### config.mk
export PLATFORM = sky130hd
export DESIGN_NAME = regfile_arbiter
export DESIGN_NICKNAME = d
export VERILOG_FILES = /design/src/rtl/regfile_arbiter.sv
export SDC_FILE = /design/constraint.sdc
export NUM_CORES = 1
export LEC_CHECK = 0
export ABC_AREA = 1
export BUFFER_PORTS_ARGS = -buffer_cell sky130_fd_sc_hd__buf_2
export CELL_PAD_IN_SITES_DETAIL_PLACEMENT = 0
export CELL_PAD_IN_SITES_GLOBAL_PLACEMENT = 1
export CORE_MARGIN = 2
export CORE_UTILIZATION = 30
export CTS_BUF_LIST = sky130_fd_sc_hd__clkbuf_4
export DETAILED_ROUTE_END_ITERATION = 8
export PLACE_DENSITY_LB_ADDON = 0.05
export SLEW_MARGIN = 20
export SYNTH_ARGS = -nofsm -noshare
export SYNTH_HDL_FRONTEND = slang
export SYNTH_SLANG_ARGS = --single-unit
export TNS_END_PERCENT = 10
### constraint.sdc
create_clock -name clk -period 4.4 [get_ports clk]
set_input_delay 0.66 -clock clk [delete_from_list [all_inputs] [get_ports clk]]
set_output_delay 0.66 -clock clk [all_outputs]
set_load 0.005 [all_outputs]
### src/rtl/regfile_arbiter.sv
// Two-requester register-file arbiter: round-robin grants with optional locked
// atomic sequences (bounded by LOCK_MAX beats) and a registered response stage.
module regfile_arbiter #(
    parameter int DATA_W   = 32,
    parameter int ADDR_W   = 5,
    parameter int LOCK_MAX = 16
) (
    input  logic              clk,
    input  logic              rst,
    input  logic [1:0]        req,
    input  logic [1:0]        lock,
    input  logic [1:0]        we,
    input  logic [ADDR_W-1:0] addr0,
    input  logic [ADDR_W-1:0] addr1,
    input  logic [DATA_W-1:0] wdata0,
    input  logic [DATA_W-1:0] wdata1,
    output logic [1:0]        gnt,
    output logic [1:0]        rsp_valid,
    output logic [DATA_W-1:0] rsp_rdata,
    output logic              rf_we,
    output logic [ADDR_W-1:0] rf_addr,
    output logic [DATA_W-1:0] rf_wdata,
    input  logic [DATA_W-1:0] rf_rdata,
    output logic              locked
);

    typedef enum logic {
        ST_RR     = 1'b0,
        ST_LOCKED = 1'b1
    } state_t;

    localparam logic [7:0] LOCK_LIMIT = 8'(LOCK_MAX);

    state_t            state_q, state_d;
    logic              last_gnt_q, last_gnt_d;
    logic              owner_q, owner_d;
    logic [7:0]        lock_cnt_q, lock_cnt_d;
    logic [1:0]        rsp_valid_q, rsp_valid_d;
    logic [DATA_W-1:0] rsp_rdata_q, rsp_rdata_d;

    logic              grant_any;
    logic              grant_idx;
    logic              grant_live;
    logic              sel_we;
    logic [ADDR_W-1:0] sel_addr;
    logic [DATA_W-1:0] sel_wdata;

    always_ff @(posedge clk or negedge rst) begin
        if (!rst) begin
            state_q     <= ST_RR;
            last_gnt_q  <= 1'b1;
            owner_q     <= 1'b0;
            lock_cnt_q  <= 8'd0;
            rsp_valid_q <= 2'b00;
            rsp_rdata_q <= '0;
        end else begin
            state_q     <= state_d;
            last_gnt_q  <= last_gnt_d;
            owner_q     <= owner_d;
            lock_cnt_q  <= lock_cnt_d;
            rsp_valid_q <= rsp_valid_d;
            rsp_rdata_q <= rsp_rdata_d;
        end
    end

    always_comb begin
        state_d    = state_q;
        last_gnt_d = last_gnt_q;
        owner_d    = owner_q;
        lock_cnt_d = lock_cnt_q;
        grant_any  = 1'b0;
        grant_idx  = 1'b0;
        case (state_q)
            ST_RR: begin
                if (req != 2'b00) begin
                    grant_any  = 1'b1;
                    grant_idx  = (req == 2'b11) ? ~last_gnt_q : req[1];
                    last_gnt_d = grant_idx;
                    if (lock[grant_idx]) begin
                        state_d    = ST_LOCKED;
                        owner_d    = grant_idx;
                        lock_cnt_d = 8'd1;
                    end
                end
            end
            ST_LOCKED: begin
                // Exhausted budget or owner gone: idle one cycle and hand the next contest to the other side
                if ((lock_cnt_q >= LOCK_LIMIT) || !req[owner_q]) begin
                    state_d    = ST_RR;
                    last_gnt_d = owner_q;
                    lock_cnt_d = 8'd0;
                end else begin
                    grant_any = 1'b1;
                    grant_idx = owner_q;
                    if (lock[owner_q]) begin
                        lock_cnt_d = lock_cnt_q + 8'd1;
                    end else begin
                        state_d    = ST_RR;
                        last_gnt_d = owner_q;
                        lock_cnt_d = 8'd0;
                    end
                end
            end
            default: begin
                state_d = ST_RR;
            end
        endcase
    end

    always_comb begin
        // Reset must silence the combinational grant path as well as the flops
        grant_live  = grant_any && rst;
        sel_we      = grant_idx ? we[1] : we[0];
        sel_addr    = grant_idx ? addr1 : addr0;
        sel_wdata   = grant_idx ? wdata1 : wdata0;
        gnt         = 2'b00;
        rf_we       = 1'b0;
        rf_addr     = '0;
        rf_wdata    = '0;
        rsp_rdata_d = '0;
        if (grant_live) begin
            gnt         = grant_idx ? 2'b10 : 2'b01;
            rf_we       = sel_we && (sel_addr != '0);
            rf_addr     = sel_addr;
            rf_wdata    = sel_wdata;
            rsp_rdata_d = sel_we ? '0 : rf_rdata;
        end
        rsp_valid_d = gnt;
    end

    assign rsp_valid = rsp_valid_q;
    assign rsp_rdata = rsp_rdata_q;
    assign locked    = (state_q == ST_LOCKED);

endmodule

# Yosys cells after proc, flatten, opt, wreduce, memory -nomap -nowiden
# Index checks and enable logic that the tools add are counted.
[classes]
addsub = 1
order_cmp = 3
n_eq_ne = 4
n_mux = 37
n_bitwise = 2
n_reduce_logical = 9
[op_table]
columns = ["cell", "count"]
rows = [
  ["2-to-1 mux 32 bit", 4],
  ["2-to-1 mux 8 bit", 4],
  ["2-to-1 mux 1 bit", 20],
  ["one-hot mux 8 bit (2 select lines)", 1],
  ["2-to-1 mux 5 bit", 2],
  ["adder 8 x 1 -> 8 bit (second input constant)", 1],
  [">= comparator 8 x 5 -> 1 bit (second input constant)", 1],
  ["one-hot mux 1 bit (2 select lines)", 4],
  ["nonzero test 5 bit", 1],
  ["less-than comparator 1 x 2 -> 1 bit (second input constant)", 2],
  ["2-to-1 mux 2 bit", 2],
  ["inequality test 2 bit (second input constant)", 2],
  ["AND reduction 2 bit", 2],
  ["inequality test 3 bit (second input constant)", 1],
  ["AND reduction 3 bit", 1],
  ["equality test 2 bit (second input constant)", 1],
  ["logical AND 1 bit", 2],
  ["NOT 1 bit", 2],
  ["nonzero test 2 bit", 1],
  ["logical NOT 1 bit", 1],
  ["logical OR 1 bit", 1],
]
[totals]
ff_bits = 45
inputBits = 114
output_inout_bits = 75
elab_cells = 62

# Longest topological paths before layout
[logic_depth]
word_depth = 10
ltp_mapped = 12
ltp_nobuf = 11

# Worst setup path after synthesis
# OpenSTA, ideal clock, no wires.
[synth_timing]
path_type = "in2out"
startpoint = "in req[1]"
endpoint = "out rf_wdata[22]"
t_arrival_ps = 1530
t_required_ps = 3740
path_slack_ps = 2210
stages = 11
n_path_buf = 1
cell_sequence = "nand2_1 > nand2_2 > nand2_2 > nand2_2 > nand3_4 > inv_4 > nand2_4 > inv_6 > buf_12 > nand2_2 > nand2_2"
[synth_between]
elab_chain_len = 8
word_cells_on_any_way = 16
classes_between = "eq/ne (1); mux (11); reduce/logical (4)"
[synth_rtl]
columns = ["element", "line", "rtl"]
rows = [
  ["start: declaration", "10", "input logic [1:0] req,"],
  ["2-to-1 mux 1 bit (not written as such) (2 in series)", "88", "if ((lock_cnt_q >= LOCK_LIMIT) || !req[owner_q]) begin"],
  ["logical NOT 1 bit", "88", ""],
  ["logical OR 1 bit", "88", ""],
  ["2-to-1 mux 1 bit", "88", ""],
  ["one-hot mux 1 bit (2 select lines)", "73", "case (state_q)"],
  ["2-to-1 mux 32 bit or logical AND 1 bit (tied branches)", "115, 112", ""],
  ["2-to-1 mux 32 bit (*)", "121", "if (grant_live) begin"],
  ["end: declaration", "22", "output logic [DATA_W-1:0] rf_wdata,"],
]
# Every way passes the cells marked *; elsewhere a longest branch is shown, timed or not. The select of a mux whose other input is x is not followed.

# Worst setup path in the final report
[layout_timing]
startpoint = "reg owner_q"
endpoint = "out rf_wdata[9]"
[layout_between]
elab_chain_len = 8
word_cells_on_any_way = 11
classes_between = "mux (8); reduce/logical (3)"
[layout_rtl]
columns = ["element", "line", "rtl"]
rows = [
  ["start: declaration", "36", "logic owner_q, owner_d;"],
  ["start signal: assignment", "59", "owner_q <= owner_d;"],
  ["2-to-1 mux 1 bit (not written as such) (2 in series)", "88", ""],
  ["logical NOT 1 bit", "88", ""],
  ["logical OR 1 bit", "88", ""],
  ["2-to-1 mux 1 bit", "88", ""],
  ["one-hot mux 1 bit (2 select lines)", "73", ""],
  ["2-to-1 mux 32 bit or logical AND 1 bit (tied branches)", "115, 112", ""],
  ["2-to-1 mux 32 bit (*)", "121", ""],
]
# Marked as above.

==> run_results.csv <==
group,metric,value,unit
floorplanning,num_rows,33,
global_routing,met3_usage,4.82,%
clock_network,cts-buffers-inserted,5,
final_layout,area_growth,42.4,%
critical_path,cp_slowest_stage_delay,590,ps
route,drt_iter0_drc,46,
worst_hold_path,hold_class,"input pin to asynchronous set/reset pin",
critical_path,cp_top_family,"simple AND/OR/NAND/NOR gates",
clock_network,htree_levels,2,
logic_synthesis,synth_warnings,0,
route,firstDrtPassIters,4,
timing,final.setup.worst_slack,1430,ps
route,num_vias,2447,
timing,finalSetupViolations,0,
logic_synthesis,synthFlopType,"dfrtp_1",
floorplanning,die_y,95.5,microns
route,drcViolationCount,0,
logic_synthesis,synthTopCellsByArea,"dfrtp_1, nand2_1, inv_1, nand2_2, nor2_1",
timing,finalHoldViolations,0,
timing,clock_skew,9.53,ps
global_routing,grt_overflow,0,
clock_network,clkTransAtPathRegs,120,ps
place,pre_cts_slack,1520,ps
global_routing,grt_pass1_wl,9980,microns
floorplanning,dieArea,9110,sq um
power_and_ir_drop,power.share.sequential,37.2,%
critical_path,cp_max_fo,34,
place,dp_hpwl,5460,microns
place,io_buffers,188,
logic_synthesis,ys_seq_area_share,44.9,%
clock_network,clock-root-buffer,"clkbuf_4",
timing,min_period_over_period,67.4,%
floorplanning,ios,189,
global_routing,grt_use_met2,24.8,%
global_routing,grt.busiest_layer,"met2",
critical_path,cp-start-kind,"register",
power_and_ir_drop,intPower,875,uW
critical_path,r2r_slack,2620,ps
clock_network,cts-hold-fix-buffers,0,
timing,fin_crit,2970,ps
critical_path,worstPathArrival,2310,ps
power_and_ir_drop,p_sw_share,36.0,%
floorplanning,die_w,95.5,microns
logic_synthesis,yosys.area.top_type,"dfrtp_1",
logic_synthesis,synthesis.nets,432,
logic_synthesis,synth_top_cell_area_share,43.9,%
global_routing,antenna_found_initial,0,
timing,drv_slew,0,
final_layout,n_antenna_cell,0,
power_and_ir_drop,power.density,383,nW/um^2
timing,max_freq,337,MHz
route,drt-total-wl,6900,microns
logic_synthesis,syn-cell-area,2510,sq um
logic_synthesis,synth_edf_count,0,
global_routing,grt_max_degree,46,
logic_synthesis,synth_cell_types,33,
timing,rsz0062_at_grt,"no",
clock_network,cts_tree,"built",
clock_network,cts_max_path_buffers,2,
power_and_ir_drop,p_sw,493,uW
critical_path,crit_path_cell_trace,"inv_1, nand2_1, nand2_2, nand2_2, nand2_2, nand3_4, nor2_4, nand2_1, nand2_1, buf_2",
logic_synthesis,async_flop_share,100,%
logic_synthesis,syn_inst,316,
power_and_ir_drop,pwr-share-clk,22.5,%
route,ant_nets,0,
logic_synthesis,postSynthAreaPerCell,7.94,sq um
power_and_ir_drop,power.leakage,2.32,nW
critical_path,path_class,"register to primary output",
power_and_ir_drop,peakVddDrop,0.296,mV
floorplanning,core,8180,sq um
global_routing,use_met1,16.4,%
clock_network,cts_setup_buffers,0,
global_routing,grt_pass1_vias,2214,
status,status,"complete, no violations",
final_layout,layout-drive-gt1-share,50.6,%
timing,finalSetupTns,0,ps
critical_path,cp_data_required_time,3740,ps
clock_network,clkLatencyLatePin,350,ps
global_routing,track_usage,14.1,%
clock_network,post_cts_resized,0,
logic_synthesis,synth_seq_cells,45,
critical_path,crit_buf_inv,2,
final_layout,nets,619,
critical_path,cp-end-kind,"primary output",
run,drv_cap,0,
floorplanning,start_util,30.7,%
timing,slew_headroom,51.1,%
logic_synthesis,synth.most_common_cell,"nand2_1",
critical_path,slowest_stage,"nor2_4",
logic_synthesis,synth_commonest_cells,"nand2_1, inv_1, dfrtp_1, nor2_1, nand2_2",
clock_network,cts_sinks,45,
timing,tightestPinTransition,732,ps
place,gp_congestion,0.802,
route,via_per_inst,4.02,
power_and_ir_drop,pwr-share-comb,40.3,%
route,wl_per_cell,11.3,microns
[per-stage QoR]
step                std cells  hold slack (ps)  total power [mW]  cell area (sq um)  util, %
CTS                       609              469              1.39               3570     43.7
global placement          601              475              1.08               3470     42.5
finish                    609              461              1.37               3570     43.7
floorplan                 316              364             0.878               2510        -
global route              609              468              1.49               3570     43.7
detailed placement        601              481              1.08               3470     42.5
[kinds of logic after synthesis]
family                   count (synthesis)  share of synthesized area, %
AND/OR/NAND/NOR                        189                          36.4
buffers and inverters                   63                          13.1
flip-flops                              45                          44.9
AO/OA/AOI/OAI                           15                          3.94
XOR/XNOR                                 2                         0.698
adder cells (fa/ha/maj)                  2                         0.997
[final timing paths]
| check | startpoint | endpoint | cells after the start |
|---|---|---|---|
| worst max-delay path | owner_q$_DFFE_PN0P_ | rf_wdata[9] | 10 |
| worst min-delay path | rst | rsp_rdata[14]$_DFF_PN0_ | 2 |
| worst max register to register | owner_q$_DFFE_PN0P_ | rsp_rdata[18]$_DFF_PN0_ | 9 |
| worst min register to register | lock_cnt_q[5]$_DFFE_PN0P_ | lock_cnt_q[5]$_DFFE_PN0P_ | 2 |
| max in group asynchronous | rst | lock_cnt_q[4]$_DFFE_PN0P_ | 2 |
| min in group clk | rf_rdata[21] | rsp_rdata[21]$_DFF_PN0_ | 3 |
[layout by cell type (no fill, tap or decap), drive strengths merged]
master  synthesis  final
clkinv          1      2
buf             9    189
a21oi           2      2
a21boi          1      1
nor3            1      1
nor2           48     48
inv            53     53
nand2         129    129
o41ai           1      1
nand3           9      9
clkbuf          0      5
nand3b          1      1
dfrtp          44     44
o21a            1      1
bufinv          0      2
o21ai           8      8
or2             1      1
xnor2           1      1
dfstp           1      1
a21o            1      1
xor2            1      1
a22o            1      1
ha              2      2
[sequential cells by signal, summed over array words and instances, names as in the netlist]
signal	count
locked	1
owner_q	1
last_gnt_q	1
rsp_rdata	32
rsp_valid	2
lock_cnt_q	8
[power groups by stage]
stage	Sequential [mW]	Clock (mW)	Combinational, mW
after floorplan	0.520	0	0.358
after global placement	0.518	0	0.563
after detailed placement	0.518	0	0.562
after CTS	0.510	0.319	0.564
after global routing	0.518	0.337	0.636
final	0.509	0.307	0.552
[metal layers]
layer	part of all wire, %	routed length [microns]
met1	41	2810
met2	46	3200
met3	12	823
met4	0.93	64
met5	0	0
[cell type report]
cell class / instances / area, sq um
Fill cell: 855 / 4600
Clock inverter: 3 / 65.1
Tap cell: 105 / 131
Multi-Input combinational cell: 208 / 1050
Inverter: 54 / 210
Sequential cell: 45 / 1130
Timing Repair Buffer: 189 / 948
Clock buffer: 5 / 37.5
(Power assumes the default switching activity.)
